**src/rtl/store_buffer_pkg.sv**
```systemverilog
// Shared constants for the store buffer: default widths, byte-lane count and store opcodes.
package store_buffer_pkg;

   localparam int AWIDTH_DEF = 32;
   localparam int DWIDTH_DEF = 32;
   localparam int BYTE_LANES = 4;

   typedef enum logic [1:0] {
      ST_BYTE = 2'b00,
      ST_HALF = 2'b01,
      ST_WORD = 2'b10
   } store_op_e;

   // Low-justified byte mask that the store-formatting stage emits for each opcode.
   function automatic logic [BYTE_LANES-1:0] op_mask(store_op_e op);
      case (op)
         ST_BYTE: op_mask = 4'b0001;
         ST_HALF: op_mask = 4'b0011;
         ST_WORD: op_mask = 4'b1111;
         default: op_mask = 4'b0000;
      endcase
   endfunction

endpackage

```
**src/rtl/store_buffer_if.sv**
```systemverilog
// Store buffer bus bundle: upstream store request, memory write port and status.
// Forwarding signals exist only when STORE_BUFFER_FWD_EN is defined.
interface store_buffer_if
   import store_buffer_pkg::*;
#(
   parameter int AWIDTH = AWIDTH_DEF,
   parameter int DWIDTH = DWIDTH_DEF,
   parameter int DEPTH  = 4
);
   localparam int CW = $clog2(DEPTH) + 1;

   logic                  sb_i_valid;
   logic                  sb_o_ready;
   logic [AWIDTH-1:0]     sb_i_addr;
   logic [DWIDTH-1:0]     sb_i_data;
   logic [BYTE_LANES-1:0] sb_i_mask;
   logic                  sb_o_misalign;
   logic                  sb_o_mem_valid;
   logic                  sb_i_mem_ready;
   logic [AWIDTH-1:0]     sb_o_mem_addr;
   logic [DWIDTH-1:0]     sb_o_mem_data;
   logic [BYTE_LANES-1:0] sb_o_mem_mask;
   logic                  sb_o_empty;
   logic [CW-1:0]         sb_o_count;
`ifdef STORE_BUFFER_FWD_EN
   logic                  sb_i_ld_valid;
   logic [AWIDTH-1:0]     sb_i_ld_addr;
   logic [BYTE_LANES-1:0] sb_i_ld_mask;
   logic                  sb_o_fwd_hit;
   logic [DWIDTH-1:0]     sb_o_fwd_data;
   logic                  sb_o_fwd_stall;
`endif

   modport slave (
`ifdef STORE_BUFFER_FWD_EN
      input  sb_i_ld_valid, sb_i_ld_addr, sb_i_ld_mask,
      output sb_o_fwd_hit, sb_o_fwd_data, sb_o_fwd_stall,
`endif
      input  sb_i_valid, sb_i_addr, sb_i_data, sb_i_mask, sb_i_mem_ready,
      output sb_o_ready, sb_o_misalign, sb_o_mem_valid, sb_o_mem_addr,
      output sb_o_mem_data, sb_o_mem_mask, sb_o_empty, sb_o_count
   );

   modport master (
`ifdef STORE_BUFFER_FWD_EN
      output sb_i_ld_valid, sb_i_ld_addr, sb_i_ld_mask,
      input  sb_o_fwd_hit, sb_o_fwd_data, sb_o_fwd_stall,
`endif
      output sb_i_valid, sb_i_addr, sb_i_data, sb_i_mask, sb_i_mem_ready,
      input  sb_o_ready, sb_o_misalign, sb_o_mem_valid, sb_o_mem_addr,
      input  sb_o_mem_data, sb_o_mem_mask, sb_o_empty, sb_o_count
   );

endinterface

```
**src/rtl/store_lane_align.sv**
```systemverilog
// Moves LSB-justified store data and mask onto their byte lanes; flags masks that
// would spill past the top lane.
module store_lane_align
   import store_buffer_pkg::*;
(
   input  logic [1:0]              lane,
   input  logic [BYTE_LANES*8-1:0] data,
   input  logic [BYTE_LANES-1:0]   mask,
   output logic [BYTE_LANES*8-1:0] aligned_data,
   output logic [BYTE_LANES-1:0]   aligned_mask,
   output logic                    misalign
);
   // Double-width mask so any bit pushed past lane 3 stays visible in the upper half.
   logic [2*BYTE_LANES-1:0] wide_mask;

   assign wide_mask    = {{BYTE_LANES{1'b0}}, mask} << lane;
   assign aligned_mask = wide_mask[BYTE_LANES-1:0];
   assign misalign     = |wide_mask[2*BYTE_LANES-1:BYTE_LANES];
   assign aligned_data = data << {lane, 3'b000};

endmodule

```
**src/rtl/store_buffer.sv**
```systemverilog
// In-order store buffer: lane-aligns stores, queues DEPTH entries and drains one per
// cycle to the memory write port. Define STORE_BUFFER_FWD_EN for the store-to-load check.
module store_buffer
   import store_buffer_pkg::*;
#(
   parameter int DEPTH  = 4,
   parameter int AWIDTH = AWIDTH_DEF,
   parameter int DWIDTH = DWIDTH_DEF
) (
   input logic           sb_i_clk,
   input logic           sb_i_rst,
   store_buffer_if.slave sb
);
   localparam int PW = $clog2(DEPTH);
   localparam int CW = PW + 1;

   logic [PW-1:0]         wr_ptr, rd_ptr;
   logic [CW-1:0]         count;
   logic                  misalign_q;
   logic [AWIDTH-1:0]     addr_mem [DEPTH];
   logic [DWIDTH-1:0]     data_mem [DEPTH];
   logic [BYTE_LANES-1:0] mask_mem [DEPTH];

   logic [DWIDTH-1:0]     al_data;
   logic [BYTE_LANES-1:0] al_mask;
   logic                  al_misalign;
   logic                  full, accept, push, pop, head_valid;

   store_lane_align u_align (
      .lane         (sb.sb_i_addr[1:0]),
      .data         (sb.sb_i_data),
      .mask         (sb.sb_i_mask),
      .aligned_data (al_data),
      .aligned_mask (al_mask),
      .misalign     (al_misalign)
   );

   // Misaligned and zero-mask requests still complete the handshake but never enter the queue.
   assign full       = (count == CW'(DEPTH));
   assign accept     = sb.sb_i_valid && !full;
   assign push       = accept && !al_misalign && (sb.sb_i_mask != '0);
   assign head_valid = (count != '0);
   assign pop        = head_valid && sb.sb_i_mem_ready;

   // NOTE: sequential state uses non-blocking assignments so every flop samples pre-edge values.
   always_ff @(posedge sb_i_clk or posedge sb_i_rst) begin
      if (sb_i_rst) begin
         wr_ptr     <= '0;
         rd_ptr     <= '0;
         count      <= '0;
         misalign_q <= 1'b0;
      end else begin
         if (push) wr_ptr <= wr_ptr + 1'b1;
         if (pop)  rd_ptr <= rd_ptr + 1'b1;
         case ({push, pop})
            2'b10:   count <= count + 1'b1;
            2'b01:   count <= count - 1'b1;
            default: count <= count;
         endcase
         misalign_q <= accept && al_misalign;
      end
   end

   // NOTE: entry storage has no reset; count gates every read, so stale contents are never observed.
   always_ff @(posedge sb_i_clk) begin
      if (push) begin
         addr_mem[wr_ptr] <= {sb.sb_i_addr[AWIDTH-1:2], 2'b00};
         data_mem[wr_ptr] <= al_data;
         mask_mem[wr_ptr] <= al_mask;
      end
   end

   assign sb.sb_o_ready     = !full;
   assign sb.sb_o_misalign  = misalign_q;
   assign sb.sb_o_mem_valid = head_valid;
   assign sb.sb_o_empty     = !head_valid;
   assign sb.sb_o_count     = count;
   assign sb.sb_o_mem_addr  = head_valid ? addr_mem[rd_ptr] : '0;
   assign sb.sb_o_mem_data  = head_valid ? data_mem[rd_ptr] : '0;
   assign sb.sb_o_mem_mask  = head_valid ? mask_mem[rd_ptr] : '0;

`ifdef STORE_BUFFER_FWD_EN
   logic          fwd_found, fwd_cover, fwd_overlap;
   logic [PW-1:0] fwd_sel, fwd_idx;

   // Walk oldest to youngest so the last match wins.
   // NOTE: every always_comb output gets a default first, otherwise a latch is inferred.
   always_comb begin
      fwd_found = 1'b0;
      fwd_sel   = '0;
      fwd_idx   = '0;
      for (int i = 0; i < DEPTH; i++) begin
         fwd_idx = rd_ptr + PW'(i);
         if (CW'(i) < count &&
             addr_mem[fwd_idx][AWIDTH-1:2] == sb.sb_i_ld_addr[AWIDTH-1:2]) begin
            fwd_found = 1'b1;
            fwd_sel   = fwd_idx;
         end
      end
   end

   assign fwd_overlap       = |(mask_mem[fwd_sel] & sb.sb_i_ld_mask);
   assign fwd_cover         = (sb.sb_i_ld_mask != '0) &&
                              ((sb.sb_i_ld_mask & ~mask_mem[fwd_sel]) == '0);
   assign sb.sb_o_fwd_hit   = sb.sb_i_ld_valid && fwd_found && fwd_cover;
   assign sb.sb_o_fwd_stall = sb.sb_i_ld_valid && fwd_found && fwd_overlap && !fwd_cover;
   assign sb.sb_o_fwd_data  = sb.sb_o_fwd_hit ? data_mem[fwd_sel] : '0;
`endif

endmodule

```
**src/flat_wrapper.sv**
```systemverilog
// flat-port wrapper written by rule: the top's interface ports become plain ports
module store_buffer_flat import store_buffer_pkg::*;
#(
   parameter int DEPTH  = 4,
   parameter int AWIDTH = AWIDTH_DEF,
   parameter int DWIDTH = DWIDTH_DEF
)
  (sb_i_clk, sb_i_rst, sb_sb_i_valid, sb_sb_i_addr, sb_sb_i_data, sb_sb_i_mask, sb_sb_i_mem_ready, sb_sb_o_ready, sb_sb_o_misalign, sb_sb_o_mem_valid, sb_sb_o_mem_addr, sb_sb_o_mem_data, sb_sb_o_mem_mask, sb_sb_o_empty, sb_sb_o_count);
  store_buffer_if #(.AWIDTH(AWIDTH), .DWIDTH(DWIDTH), .DEPTH(DEPTH)) sb_i ();
  input logic sb_i_clk;
  input logic sb_i_rst;
  input wire logic [$bits(sb_i.sb_i_valid)-1:0] sb_sb_i_valid;
  input wire logic [$bits(sb_i.sb_i_addr)-1:0] sb_sb_i_addr;
  input wire logic [$bits(sb_i.sb_i_data)-1:0] sb_sb_i_data;
  input wire logic [$bits(sb_i.sb_i_mask)-1:0] sb_sb_i_mask;
  input wire logic [$bits(sb_i.sb_i_mem_ready)-1:0] sb_sb_i_mem_ready;
  output wire logic [$bits(sb_i.sb_o_ready)-1:0] sb_sb_o_ready;
  output wire logic [$bits(sb_i.sb_o_misalign)-1:0] sb_sb_o_misalign;
  output wire logic [$bits(sb_i.sb_o_mem_valid)-1:0] sb_sb_o_mem_valid;
  output wire logic [$bits(sb_i.sb_o_mem_addr)-1:0] sb_sb_o_mem_addr;
  output wire logic [$bits(sb_i.sb_o_mem_data)-1:0] sb_sb_o_mem_data;
  output wire logic [$bits(sb_i.sb_o_mem_mask)-1:0] sb_sb_o_mem_mask;
  output wire logic [$bits(sb_i.sb_o_empty)-1:0] sb_sb_o_empty;
  output wire logic [$bits(sb_i.sb_o_count)-1:0] sb_sb_o_count;
  assign sb_i.sb_i_valid = sb_sb_i_valid;
  assign sb_i.sb_i_addr = sb_sb_i_addr;
  assign sb_i.sb_i_data = sb_sb_i_data;
  assign sb_i.sb_i_mask = sb_sb_i_mask;
  assign sb_i.sb_i_mem_ready = sb_sb_i_mem_ready;
  assign sb_sb_o_ready = sb_i.sb_o_ready;
  assign sb_sb_o_misalign = sb_i.sb_o_misalign;
  assign sb_sb_o_mem_valid = sb_i.sb_o_mem_valid;
  assign sb_sb_o_mem_addr = sb_i.sb_o_mem_addr;
  assign sb_sb_o_mem_data = sb_i.sb_o_mem_data;
  assign sb_sb_o_mem_mask = sb_i.sb_o_mem_mask;
  assign sb_sb_o_empty = sb_i.sb_o_empty;
  assign sb_sb_o_count = sb_i.sb_o_count;
  store_buffer #(.DEPTH(DEPTH), .AWIDTH(AWIDTH), .DWIDTH(DWIDTH)) u_core (.sb_i_clk(sb_i_clk), .sb_i_rst(sb_i_rst), .sb(sb_i));
endmodule
```
**config.mk**
```make
export PLATFORM = sky130hd
export DESIGN_NAME = store_buffer_flat
export DESIGN_NICKNAME = d
export VERILOG_FILES = /design/src/rtl/store_buffer_pkg.sv /design/src/rtl/store_buffer_if.sv /design/src/rtl/store_lane_align.sv /design/src/rtl/store_buffer.sv /design/src/flat_wrapper.sv
export SDC_FILE = /design/constraint.sdc
export NUM_CORES = 1
export LEC_CHECK = 0
export CAP_MARGIN = 20
export CORE_MARGIN = 1
export CORE_UTILIZATION = 55
export DETAILED_ROUTE_END_ITERATION = 8
export PLACE_DENSITY = 0.81
export REMOVE_ABC_BUFFERS = 1
export SLEW_MARGIN = 15
export SYNTH_ARGS = -nofsm -noshare
export SYNTH_HDL_FRONTEND = slang
export SYNTH_SLANG_ARGS = --single-unit
export TNS_END_PERCENT = 100
```
**constraint.sdc**
```tcl
create_clock -name sb_i_clk -period 3.71 [get_ports sb_i_clk]
set_clock_uncertainty 0.1 [all_clocks]
set_input_delay 0.742 -clock sb_i_clk [delete_from_list [all_inputs] [get_ports sb_i_clk]]
set_output_delay 0.742 -clock sb_i_clk [all_outputs]
set_load 0.005 [all_outputs]
```
==> results of run 1 <==
[metrics by stage]
stage / util / setup slack, ns / cells
2_1_floorplan: - / -0.6226 / 527
3_3_place_gp: 0.6570 / 0.6153 / 952
3_5_place_dp: 0.6580 / 0.4146 / 953
4_1_cts: 0.7045 / 0.07822 / 1001
5_1_grt: 0.7045 / 0.01588 / 1001
6_report: 0.7045 / 0.1424 / 1001
[state kept, by name, summed over array words and instances, names as in the netlist]
| register | flops |
|---|---|
| u_core.rd_ptr | 2 |
| u_core.addr_mem | 120 |
| u_core.sb.sb_o_misalign | 1 |
| u_core.wr_ptr | 2 |
| u_core.mask_mem | 16 |
| u_core.sb.sb_o_count | 3 |
| u_core.data_mem | 128 |
[report_power, final]
group / total [mW] / internal, mW / switching [mW]
Combinational: 3.37 / 2.09 / 1.28
Sequential: 3.97 / 3.75 / 0.215
Clock: 2.77 / 1.69 / 1.08
Total: 10.1 / 7.53 / 2.58
[synthesized netlist by cell type (all sizes together), types with 3 or more instances]
master / n / area share
inv: 8 / 0.0027
a21oi: 10 / 0.0045
edfxtp: 264 / 0.72
xnor2: 3 / 0.0024
mux2i: 19 / 0.017
o21ai: 9 / 0.0041
ha: 5 / 0.0057
clkbuf: 10 / 0.0034
nor2b: 10 / 0.0057
xor2: 3 / 0.0024
nand2: 11 / 0.0037
a211oi: 10 / 0.0068
and2: 80 / 0.045
dfrtp: 8 / 0.018
buf: 23 / 0.015
mux4: 66 / 0.13
nor2: 12 / 0.0041
[area by class of cell]
type / count / area share
sequential: 272 / 0.5894
multi-input combinational: 247 / 0.1959
timing repair buffer: 161 / 0.1224
clock buffer: 31 / 0.05077
tap: 265 / 0.02402
clock inverter: 17 / 0.01532
inverter: 8 / 0.002176
[worst max-delay path, delay by kind of cell, from the launching register on]
family	cells	cell delay (ns)
mux	1	0.55
flops	1	0.68
simple gates	1	0.17
buf+inv	2	0.79
[cell usage in the layout, fill, tap and decap left out, drive strengths merged, types with 3 or more instances in the layout]
| cell type | netlist | routed |
|---|---|---|
| nor2b | 10 | 10 |
| nor2 | 12 | 12 |
| clkbuf | 10 | 31 |
| a21oi | 10 | 10 |
| clkinv | 0 | 10 |
| xnor2 | 3 | 3 |
| ha | 5 | 5 |
| clkdlybuf4s50 | 0 | 143 |
| mux2i | 19 | 19 |
| and2 | 80 | 80 |
| mux4 | 66 | 66 |
| xor2 | 3 | 3 |
| edfxtp | 264 | 264 |
| o21ai | 9 | 9 |
| a211oi | 10 | 10 |
| bufinv | 0 | 5 |
| buf | 23 | 18 |
| dfrtp | 8 | 8 |
| inv | 8 | 8 |
| nand2 | 11 | 11 |
[cell families after synthesis]
logic type / count (synthesis) / synth area share
flops: 272 / 0.7353
simple gates: 118 / 0.06259
compound gates: 29 / 0.01539
buf+inv: 41 / 0.02151
fa+ha+maj: 6 / 0.007470
xor+xnor: 6 / 0.004755
mux: 86 / 0.1527
other cells: 1 / 0.0003392
[layer usage]
layer | vias to the layer above | wire, µm | GRT usage
met5 | - | 0 | 0
met4 | 0 | 374 | 0.05543
met3 | 33 | 1420 | 0.03232
met2 | 229 | 10620 | 0.3651
met1 | 2925 | 9013 | 0.2954
li1 | 2513 | - | -
[path summary, 6_finish.rpt]
path | slack (ns) | from | end
min | 0.38 | sb_i_rst | u_core.sb.sb_o_misalign$_DFF_PP0_
max | 0.14 | u_core.rd_ptr[0]$_DFFE_PP0P_ | sb_sb_o_mem_data[11]
min reg2reg | 0.41 | u_core.sb.sb_o_count[2]$_DFFE_PP0P_ | u_core.sb.sb_o_count[2]$_DFFE_PP0P_
max in group asynchronous | 2.84 | sb_i_rst | u_core.rd_ptr[1]$_DFFE_PP0P_
min in group sb_i_clk | 0.41 | u_core.sb.sb_o_count[2]$_DFFE_PP0P_ | u_core.sb.sb_o_count[2]$_DFFE_PP0P_
max reg2reg | 0.89 | u_core.sb.sb_o_count[0]$_DFFE_PP0P_ | u_core.sb.sb_o_count[2]$_DFFE_PP0P_
==> flow_metrics.env, run 1 <==
export IMPL_ant_nets=0
export IMPL_design_area_um2=13800
export IMPL_multiInputGateArea_um2=2704
export IMPL_synth_edf_count=264
export IMPL_n_fill_cell=1241
export IMPL_slowest_delay_ns=0.68
export IMPL_grt_ovfl_total=0
export IMPL_final_setup_tns_ns=0
export IMPL_syn_instance_count=559
export IMPL_die_height_um=143.8
export IMPL_period_needed_ns=3.568
export IMPL_die_w_um=143.8
export IMPL_antenna_cells=0
export IMPL_htree_levels=1
export IMPL_post_cts_resized=0
export IMPL_clock_sinks=272
export IMPL_dp_hpwl_um=13500
export IMPL_relSlewSlack=0.4542
export IMPL_drive_above_1_share=0.1834
export IMPL_ir_worst_vdd_mv=0.5626
export IMPL_ys_seq_area_frac=0.7353
export IMPL_worst_ep_arrival_time_ns=2.73
export IMPL_first_global_vias=6096
export IMPL_rsz0062_at_grt="no"
export IMPL_drt_iter0_markers=400
export IMPL_core_um2=19590
export IMPL_regArea_um2=8135
export IMPL_status="complete, no violations"
export IMPL_cts_buffer_depth=3
export IMPL_whs_ns=0.3795
export IMPL_crit_chain="buf_4 > mux4_2 > and2_1 > clkdlybuf4s50_1"
export IMPL_grt_pass1_wl_um=32920
export IMPL_post_route_drc_count=0
export IMPL_path_clk_slew_ns=0.06
export IMPL_dpl_cell_area_um2=12890
export IMPL_antenna_found_initial=0
export IMPL_setup_violations=0
export IMPL_powerDensity_nw_per_um2=732.4
export IMPL_tightestPinTransition_ns=0.8157
export IMPL_grt_total_usage=0.2155
export IMPL_worstSetupEndpointType="output pin"
export IMPL_area_growth_pct=24.86
export IMPL_layout_nets=794
export IMPL_numCtsBuffers=26
export IMPL_crit_type="flip-flop to output pin"
export IMPL_synth_async_reset_ratio=0.02941
export IMPL_crit_required_ns=2.87
export IMPL_grt_max_degree=48
export IMPL_fin_crit_sh=0.9616
export IMPL_crit_path_start_kind="flip-flop"
export IMPL_synth_warnings=0
export IMPL_synth_ff_type="edfxtp_1"
export IMPL_start_util=0.5643
export IMPL_slew_viol_final=0
export IMPL_num_vias=5700
export IMPL_drt_total_wl_um=21430
export IMPL_cts_setup_buffers=0
export IMPL_dr_pass1_iters=5
export IMPL_ys_ff_latch=272
export IMPL_min_path_type="input pin to asynchronous set/reset pin"
export IMPL_cts_tree="done"
export IMPL_totalPowerFinal_mw=10.11
export IMPL_gp_congestion=0.7386
export IMPL_synth_cell_type_count=29
export IMPL_row_count=51
export IMPL_hold_viol=0
export IMPL_leakagePower_nw=4.599
export IMPL_clockRootBuffer="clkbuf_16"
export IMPL_die_area_um2=20670
export IMPL_io_buffers=144
export IMPL_reg2reg_depth=9
export IMPL_clk_insertion_delay_late_ns=0.52
export IMPL_syn_area_per_cell_um2=19.78
export IMPL_wl_per_cell_um=21.41
export IMPL_via_per_inst=5.694
export IMPL_cp_max_fo=20
export IMPL_netlist_area_um2=11050
export IMPL_cpMaxStageDelayCell="dfrtp_4"
export IMPL_cap_violations=0
export IMPL_cts_hold_buf=0
export IMPL_ioPinCount=147
export IMPL_max_freq_mhz=280.3
(Power assumes the default switching activity.)
==> inputs of run 2 (changes only) <==
--- a/config.mk
+++ b/config.mk
@@ -8,8 +8,10 @@
 export CAP_MARGIN = 20
 export CORE_MARGIN = 1
 export CORE_UTILIZATION = 55
+export CTS_CLUSTER_DIAMETER = 200
 export DETAILED_ROUTE_END_ITERATION = 8
 export PLACE_DENSITY = 0.81
+export RECOVER_POWER = 25
 export REMOVE_ABC_BUFFERS = 1
 export SLEW_MARGIN = 15
 export SYNTH_ARGS = -nofsm -noshare
==> run 2 against run 1 <==
Effect of this change: the flow now finishes with violations (capacitance limit, slew limit); worst setup slack better by 0.0095 ns; wire length is 0.21% lower; die area unchanged; non-clock buffer count is the same; register-to-register slack barely moved; clock-buffer cell count did not move; power decreased by 0.18%; utilization hardly changed; global-route usage unchanged; clock power about the same.
==> flow_metrics.env, run 2 (synthesis results as in run 1) <==
export IMPL_status="finished, violations left"
export IMPL_violations="capacitance limit, slew limit"
export IMPL_cts_tree="done"
export IMPL_hold_viol=0
export IMPL_totalPowerFinal_mw=10.09
export IMPL_reg2reg_depth=9
export IMPL_grt_pass1_wl_um=32920
export IMPL_htree_levels=1
export IMPL_worstSetupEndpointType="output pin"
export IMPL_post_route_drc_count=0
export IMPL_worst_path_buf_inv=2
export IMPL_dp_cells=953
export IMPL_crit_type="flip-flop to output pin"
export IMPL_slowest_delay_ns=0.68
export IMPL_period_needed_ns=3.558
export IMPL_cpMaxStageDelayCell="dfrtp_4"
export IMPL_drt_iter0_markers=420
export IMPL_cp_top_family="buffers and inverters"
export IMPL_cts_hold_buf=0
export IMPL_gp_congestion=0.7386
export IMPL_rsz0062_at_grt="no"
export IMPL_reg_top3="u_core.data_mem (128), u_core.addr_mem (120), u_core.mask_mem (16)"
export IMPL_whs_path_depth=1
export IMPL_wl_per_cell_um=21.36
export IMPL_clock_sinks=272
export IMPL_slew_viol_final=39
export IMPL_ant_nets=0
export IMPL_max_freq_mhz=281.0
export IMPL_die_area_um2=20670
export IMPL_dr_pass1_iters=4
export IMPL_grt_ovfl_total=0
export IMPL_dp_hpwl_um=13500
export IMPL_clk_insertion_delay_late_ns=0.52
export IMPL_worst_slack_ns=0.1518
export IMPL_die_w_um=143.8
export IMPL_crit_cells=4
export IMPL_setup_violations=0
export IMPL_cp_max_fo=20
export IMPL_tightestPinTransition_ns=1.826
export IMPL_leakagePower_nw=4.604
export IMPL_layout_nets=794
export IMPL_cap_violations=1
export IMPL_die_height_um=143.8
export IMPL_drt_total_wl_um=21380
export IMPL_top_register="u_core.data_mem"
export IMPL_num_vias=5693
export IMPL_fin_crit_sh=0.9591
export IMPL_numCtsBuffers=26
export IMPL_relSlewSlack=-0.2173
export IMPL_ioPinCount=147
export IMPL_cts_setup_buffers=0
export IMPL_mostFrequentLayoutCell="edfxtp_1"
export IMPL_antenna_cells=0
export IMPL_drive_above_1_share=0.1821
export IMPL_row_count=51
export IMPL_post_cts_resized=0
export IMPL_fin_util=0.7043
export IMPL_crit_required_ns=2.87
export IMPL_start_util=0.5643
export IMPL_antenna_found_initial=0
export IMPL_worst_ep_arrival_time_ns=2.72
export IMPL_clockRootBuffer="clkbuf_16"
export IMPL_area_growth_pct=24.82
export IMPL_grt_total_usage=0.2155
export IMPL_core_um2=19590
export IMPL_grt_max_degree=48
export IMPL_crit_chain="buf_4 > mux4_2 > and2_1 > clkdlybuf4s50_1"
export IMPL_layout_common_cells="264 x edfxtp_1, 111 x clkdlybuf4s50_1, 76 x and2_1"
export IMPL_min_path_type="flip-flop to flip-flop"
export IMPL_powerDensity_nw_per_um2=731.2
export IMPL_final_cells=1001
export IMPL_pre_cts_slack_ns=0.4146
export IMPL_cts_buffer_depth=3
export IMPL_largest_register_ffs=128
export IMPL_via_per_inst=5.687
export IMPL_first_global_vias=6096
export IMPL_path_clk_slew_ns=0.06
export IMPL_ir_worst_vdd_mv=0.5627
export IMPL_io_buffers=144
export IMPL_crit_path_start_kind="flip-flop"
run 2: path summary, 6_finish.rpt:
check / slack, ns / start / to
worst min-delay path: 0.41 / u_core.sb.sb_o_count[2]$_DFFE_PP0P_ / u_core.sb.sb_o_count[2]$_DFFE_PP0P_
worst max-delay path: 0.15 / u_core.rd_ptr[0]$_DFFE_PP0P_ / sb_sb_o_mem_data[11]
worst max register to register: 0.90 / u_core.sb.sb_o_count[0]$_DFFE_PP0P_ / u_core.sb.sb_o_count[2]$_DFFE_PP0P_
min in group asynchronous: 0.52 / sb_i_rst / u_core.sb.sb_o_misalign$_DFF_PP0_
worst min register to register: 0.41 / u_core.sb.sb_o_count[2]$_DFFE_PP0P_ / u_core.sb.sb_o_count[2]$_DFFE_PP0P_
max in group asynchronous: 2.71 / sb_i_rst / u_core.rd_ptr[1]$_DFFE_PP0P_
run 2: final cells by class:
cell class,count,area (µm²)
fill,1241,5792
timing repair buffer,161,1685
multi-input combinational,247,2704
clock inverter,17,211.5
inverter,8,30.03
clock buffer,31,700.7
tap,265,331.6
sequential,272,8135
run 2: where the power goes:
group | internal, mW | switching (mW) | total [mW]
logic | 2.08 | 1.28 | 3.36
registers | 3.75 | 0.213 | 3.97
clock network | 1.69 | 1.07 | 2.76
run 2: metrics by stage:
stage / setup TNS (ns) / hold slack [ns] / cell area, µm²
after floorplan: -41.09 / 0.3883 / 10850
after global placement: 0 / 0.3897 / 12870
after detailed placement: 0 / 0.4043 / 12890
after CTS: 0 / 0.3816 / 13800
after global routing: 0 / 0.4413 / 13800
final: 0 / 0.4134 / 13800
run 2: per-layer routing:
metal / track usage / wire (µm) / vias up
met5: 0 / 0 / -
met4: 0.05543 / 376 / 0
met3: 0.03232 / 1356 / 33
met2: 0.3651 / 10730 / 225
met1: 0.2954 / 8919 / 2921
li1: - / - / 2514
==> inputs of run 3 (changes only) <==
--- a/config.mk
+++ b/config.mk
@@ -16,5 +16,6 @@
 export SLEW_MARGIN = 15
 export SYNTH_ARGS = -nofsm -noshare
 export SYNTH_HDL_FRONTEND = slang
+export SYNTH_HIERARCHICAL = 1
 export SYNTH_SLANG_ARGS = --single-unit
 export TNS_END_PERCENT = 100
==> run 3 against run 2 <==
Effect of this change: the flow still finishes with violations (capacitance limit, slew limit); critical path depth unchanged; die area up 0.45%; via count down 3.5%; clock power down 7%; maximum frequency up 2.5%; global-route usage down 0.44 points; final cell count down 1.5%; synthesized cell count down 2.7%; power down 2.9%; critical path type unchanged; critical endpoint is now sb_sb_o_mem_data[30].
==> flow_metrics.env, run 3 <==
export IMPL_ioPinCount=147
export IMPL_final_setup_tns_ns=0
export IMPL_cap_violations=1
export IMPL_reg2reg_depth=9
export IMPL_io_buffers=144
export IMPL_numCtsBuffers=27
export IMPL_violations="capacitance limit, slew limit"
export IMPL_crit_chain="buf_12 > mux4_2 > and2_1 > clkdlybuf4s50_1"
export IMPL_clkPwrFrac=0.261
export IMPL_first_global_vias=6099
export IMPL_syn_area_per_cell_um2=20.41
export IMPL_clk_insertion_delay_late_ns=0.52
export IMPL_gp_congestion=0.7399
export IMPL_relSlewSlack=-0.5420
export IMPL_ant_nets=0
export IMPL_drt_iter0_markers=344
export IMPL_drive_above_1_share=0.1859
export IMPL_powerDensity_nw_per_um2=713.5
export IMPL_antenna_cells=0
export IMPL_hold_viol=0
export IMPL_n_fill_cell=1264
export IMPL_r2r_setup_slack_ns=1.04
export IMPL_yosys_top_cells_count="264 x edfxtp_1, 76 x and2_1, 66 x mux4_2"
export IMPL_crit_type="flip-flop to output pin"
export IMPL_synth_warnings=6
export IMPL_swShare=0.2573
export IMPL_ir_worst_vdd_mv=0.6630
export IMPL_hold_end="u_core/sb.sb_o_count[2]$_DFFE_PP0P_"
export IMPL_intPower_mw=7.277
export IMPL_start_util=0.5650
export IMPL_antenna_found_initial=0
export IMPL_dr_pass1_iters=5
export IMPL_cp_top_family="buffers and inverters"
export IMPL_hold_start="u_core/sb.sb_o_count[2]$_DFFE_PP0P_"
export IMPL_area_growth_pct=23.66
export IMPL_grt_ovfl_total=0
export IMPL_synth_ff_type="edfxtp_1"
export IMPL_cts_buffer_depth=3
export IMPL_pre_cts_slack_ns=0.2731
export IMPL_die_w_um=144.1
export IMPL_slew_viol_final=31
export IMPL_cpMaxStageDelayCell="dfrtp_4"
export IMPL_synth_area_leaders="edfxtp_1 71%, mux4_2 13%, and2_1 4.3%, mux2i_1 3.3%, dfrtp_1 1.8%"
export IMPL_crit_required_ns=2.87
export IMPL_netlist_area_um2=11100
export IMPL_drt_total_wl_um=20790
export IMPL_p_comb_frac=0.337
export IMPL_row_count=51
export IMPL_dpl_cell_area_um2=12870
export IMPL_grt_pass1_wl_um=32480
export IMPL_cp_max_fo=24
export IMPL_die_area_um2=20760
export IMPL_clock_sinks=272
export IMPL_fin_crit_sh=0.9360
export IMPL_whs_path_depth=1
export IMPL_die_height_um=144.1
export IMPL_reg_top3="u_core/data_mem (128), u_core/addr_mem (120), u_core/mask_mem (16)"
export IMPL_worst_slack_ns=0.2376
export IMPL_cts_hold_buf=0
export IMPL_leakagePower_nw=4.622
export IMPL_worst_ep_arrival_time_ns=2.63
export IMPL_p_switching_mw=2.521
export IMPL_post_synth_top_count_cell="edfxtp_1"
export IMPL_max_freq_mhz=288.0
export IMPL_setup_violations=0
export IMPL_path_clk_slew_ns=0.06
export IMPL_slowest_delay_ns=0.65
export IMPL_r2r_start="u_core/sb.sb_o_count[0]$_DFFE_PP0P_"
export IMPL_status="finished, violations left"
export IMPL_ys_ff_latch=272
export IMPL_layout_nets=779
export IMPL_layout_common_cells="264 x edfxtp_1, 111 x clkdlybuf4s50_1, 69 x and2_1"
export IMPL_grt_max_degree=71
export IMPL_use_met3=0.03444
export IMPL_seq_power_share=0.402
export IMPL_use_met1=0.2816
export IMPL_synth_largest_area_cell="edfxtp_1"
export IMPL_worst_path_buf_inv=2
export IMPL_tightestPinTransition_ns=2.313
export IMPL_period_needed_ns=3.472
export IMPL_syn_instance_count=544
export IMPL_grt_total_usage=0.2111
export IMPL_dp_hpwl_um=12970
export IMPL_crit_path_start_kind="flip-flop"
export IMPL_synth_top_area_frac=0.7139
export IMPL_synth_cell_type_count=35
export IMPL_largest_register_ffs=128
export IMPL_grt_busiest_layer="met2"
export IMPL_top_register="u_core/data_mem"
export IMPL_met2_usage=0.3651
export IMPL_reg2reg_to="u_core/sb.sb_o_count[2]$_DFFE_PP0P_"
export IMPL_via_per_inst=5.570
export IMPL_worstSetupEndpointType="output pin"
export IMPL_post_cts_resized=0
export IMPL_min_path_type="flip-flop to flip-flop"
export IMPL_design_area_um2=13730
export IMPL_mostFrequentLayoutCell="edfxtp_1"
export IMPL_cts_tree="done"
export IMPL_synth_edf_count=264
export IMPL_wl_per_cell_um=21.08
export IMPL_num_vias=5492
export IMPL_clockRootBuffer="clkbuf_16"
export IMPL_ys_seq_area_frac=0.7319
export IMPL_core_um2=19650
export IMPL_htree_levels=1
export IMPL_synth_async_reset_ratio=0.02941
export IMPL_whs_ns=0.4288
export IMPL_rsz0062_at_grt="no"
export IMPL_post_route_drc_count=0
-- run 3: cell types whose count changed after synthesis, moves of 9 or more --
cell and delta:
a211oi_1 -10, a21oi_1 -9, mux2i_1 +18, nand2_1 -10
nor2b_1 -9
-- run 3: stage by stage --
step                  util  total power [mW]  instances
floorplan                -             5.661        510
detailed placement  0.6547             7.331        936
global route        0.6987             10.29        986
CTS                 0.6975             9.898        985
global placement    0.6547             7.257        936
finish              0.6987             9.798        986
-- run 3: layout make-up --
cell class	count	area, µm²	area share
sequential	272	8135	0.5924
clock buffer	34	711.9	0.05185
tap	265	331.6	0.02415
inverter	9	33.78	0.002460
multi-input combinational	229	2720	0.1981
timing repair buffer	162	1670	0.1216
clock inverter	15	128.9	0.009385
-- run 3: kinds of logic (layout without fill, tap and decap cells) --
group,Yosys count,count (layout),synth area share
simple gates,99,99,0.05476
fa+ha+maj,6,6,0.007437
buf+inv,44,220,0.02400
other cells,1,2,0.0003377
xor+xnor,6,6,0.004733
flops,272,272,0.7319
mux,104,104,0.1686
compound gates,12,12,0.008225
-- run 3: per-layer routing --
metal | share of wire | vias up
li1 | - | 2467
met1 | 0.40 | 2786
met2 | 0.51 | 216
met3 | 0.075 | 23
met4 | 0.014 | 0
met5 | 0 | -
-- run 3: worst max path at each step --
stage                            startpoint                                  end  slack [ns]  depth (start not counted)
6_report       u_core/rd_ptr[0]$_DFFE_PP0P_                 sb_sb_o_mem_data[30]        0.24                          4
5_1_grt                     sb_sb_i_addr[0]     u_core/data_mem[1][20]$_DFFE_PP_        0.06                          5
4_1_cts        u_core/rd_ptr[0]$_DFFE_PP0P_                  sb_sb_o_mem_data[7]       0.009                          4
3_5_place_dp                sb_sb_i_mask[1]  u_core/sb.sb_o_count[2]$_DFFE_PP0P_        0.27                         10
3_3_place_gp                sb_sb_i_mask[1]  u_core/sb.sb_o_count[2]$_DFFE_PP0P_        0.44                         10
2_1_floorplan  u_core/rd_ptr[0]$_DFFE_PP0P_                 sb_sb_o_mem_addr[10]       -0.62                          2
-- run 3: power groups by stage --
stage	Clock, mW	Sequential [mW]	Combinational, mW
3_3_place_gp	0	4.01	3.24
3_5_place_dp	0	4.04	3.29
4_1_cts	2.61	3.98	3.31
5_1_grt	2.72	3.97	3.59
2_1_floorplan	0	4.09	1.57
6_report	2.56	3.93	3.31
-- run 3: worst reg2reg max path: cells and delay by family (launching register included) --
kind / cells / cell delay (ns)
flip-flops: 1 / 0.42
buffers and inverters: 2 / 0.59
AND/OR/NAND/NOR: 3 / 0.53
adder cells (fa/ha/maj): 2 / 0.63
XOR/XNOR: 2 / 0.32
-- run 3: what timing repair did --
action	in CTS	in global routing
setup endpoints to repair	0	40
buffers inserted	0	1
endpoints found under the hold margin	0	0
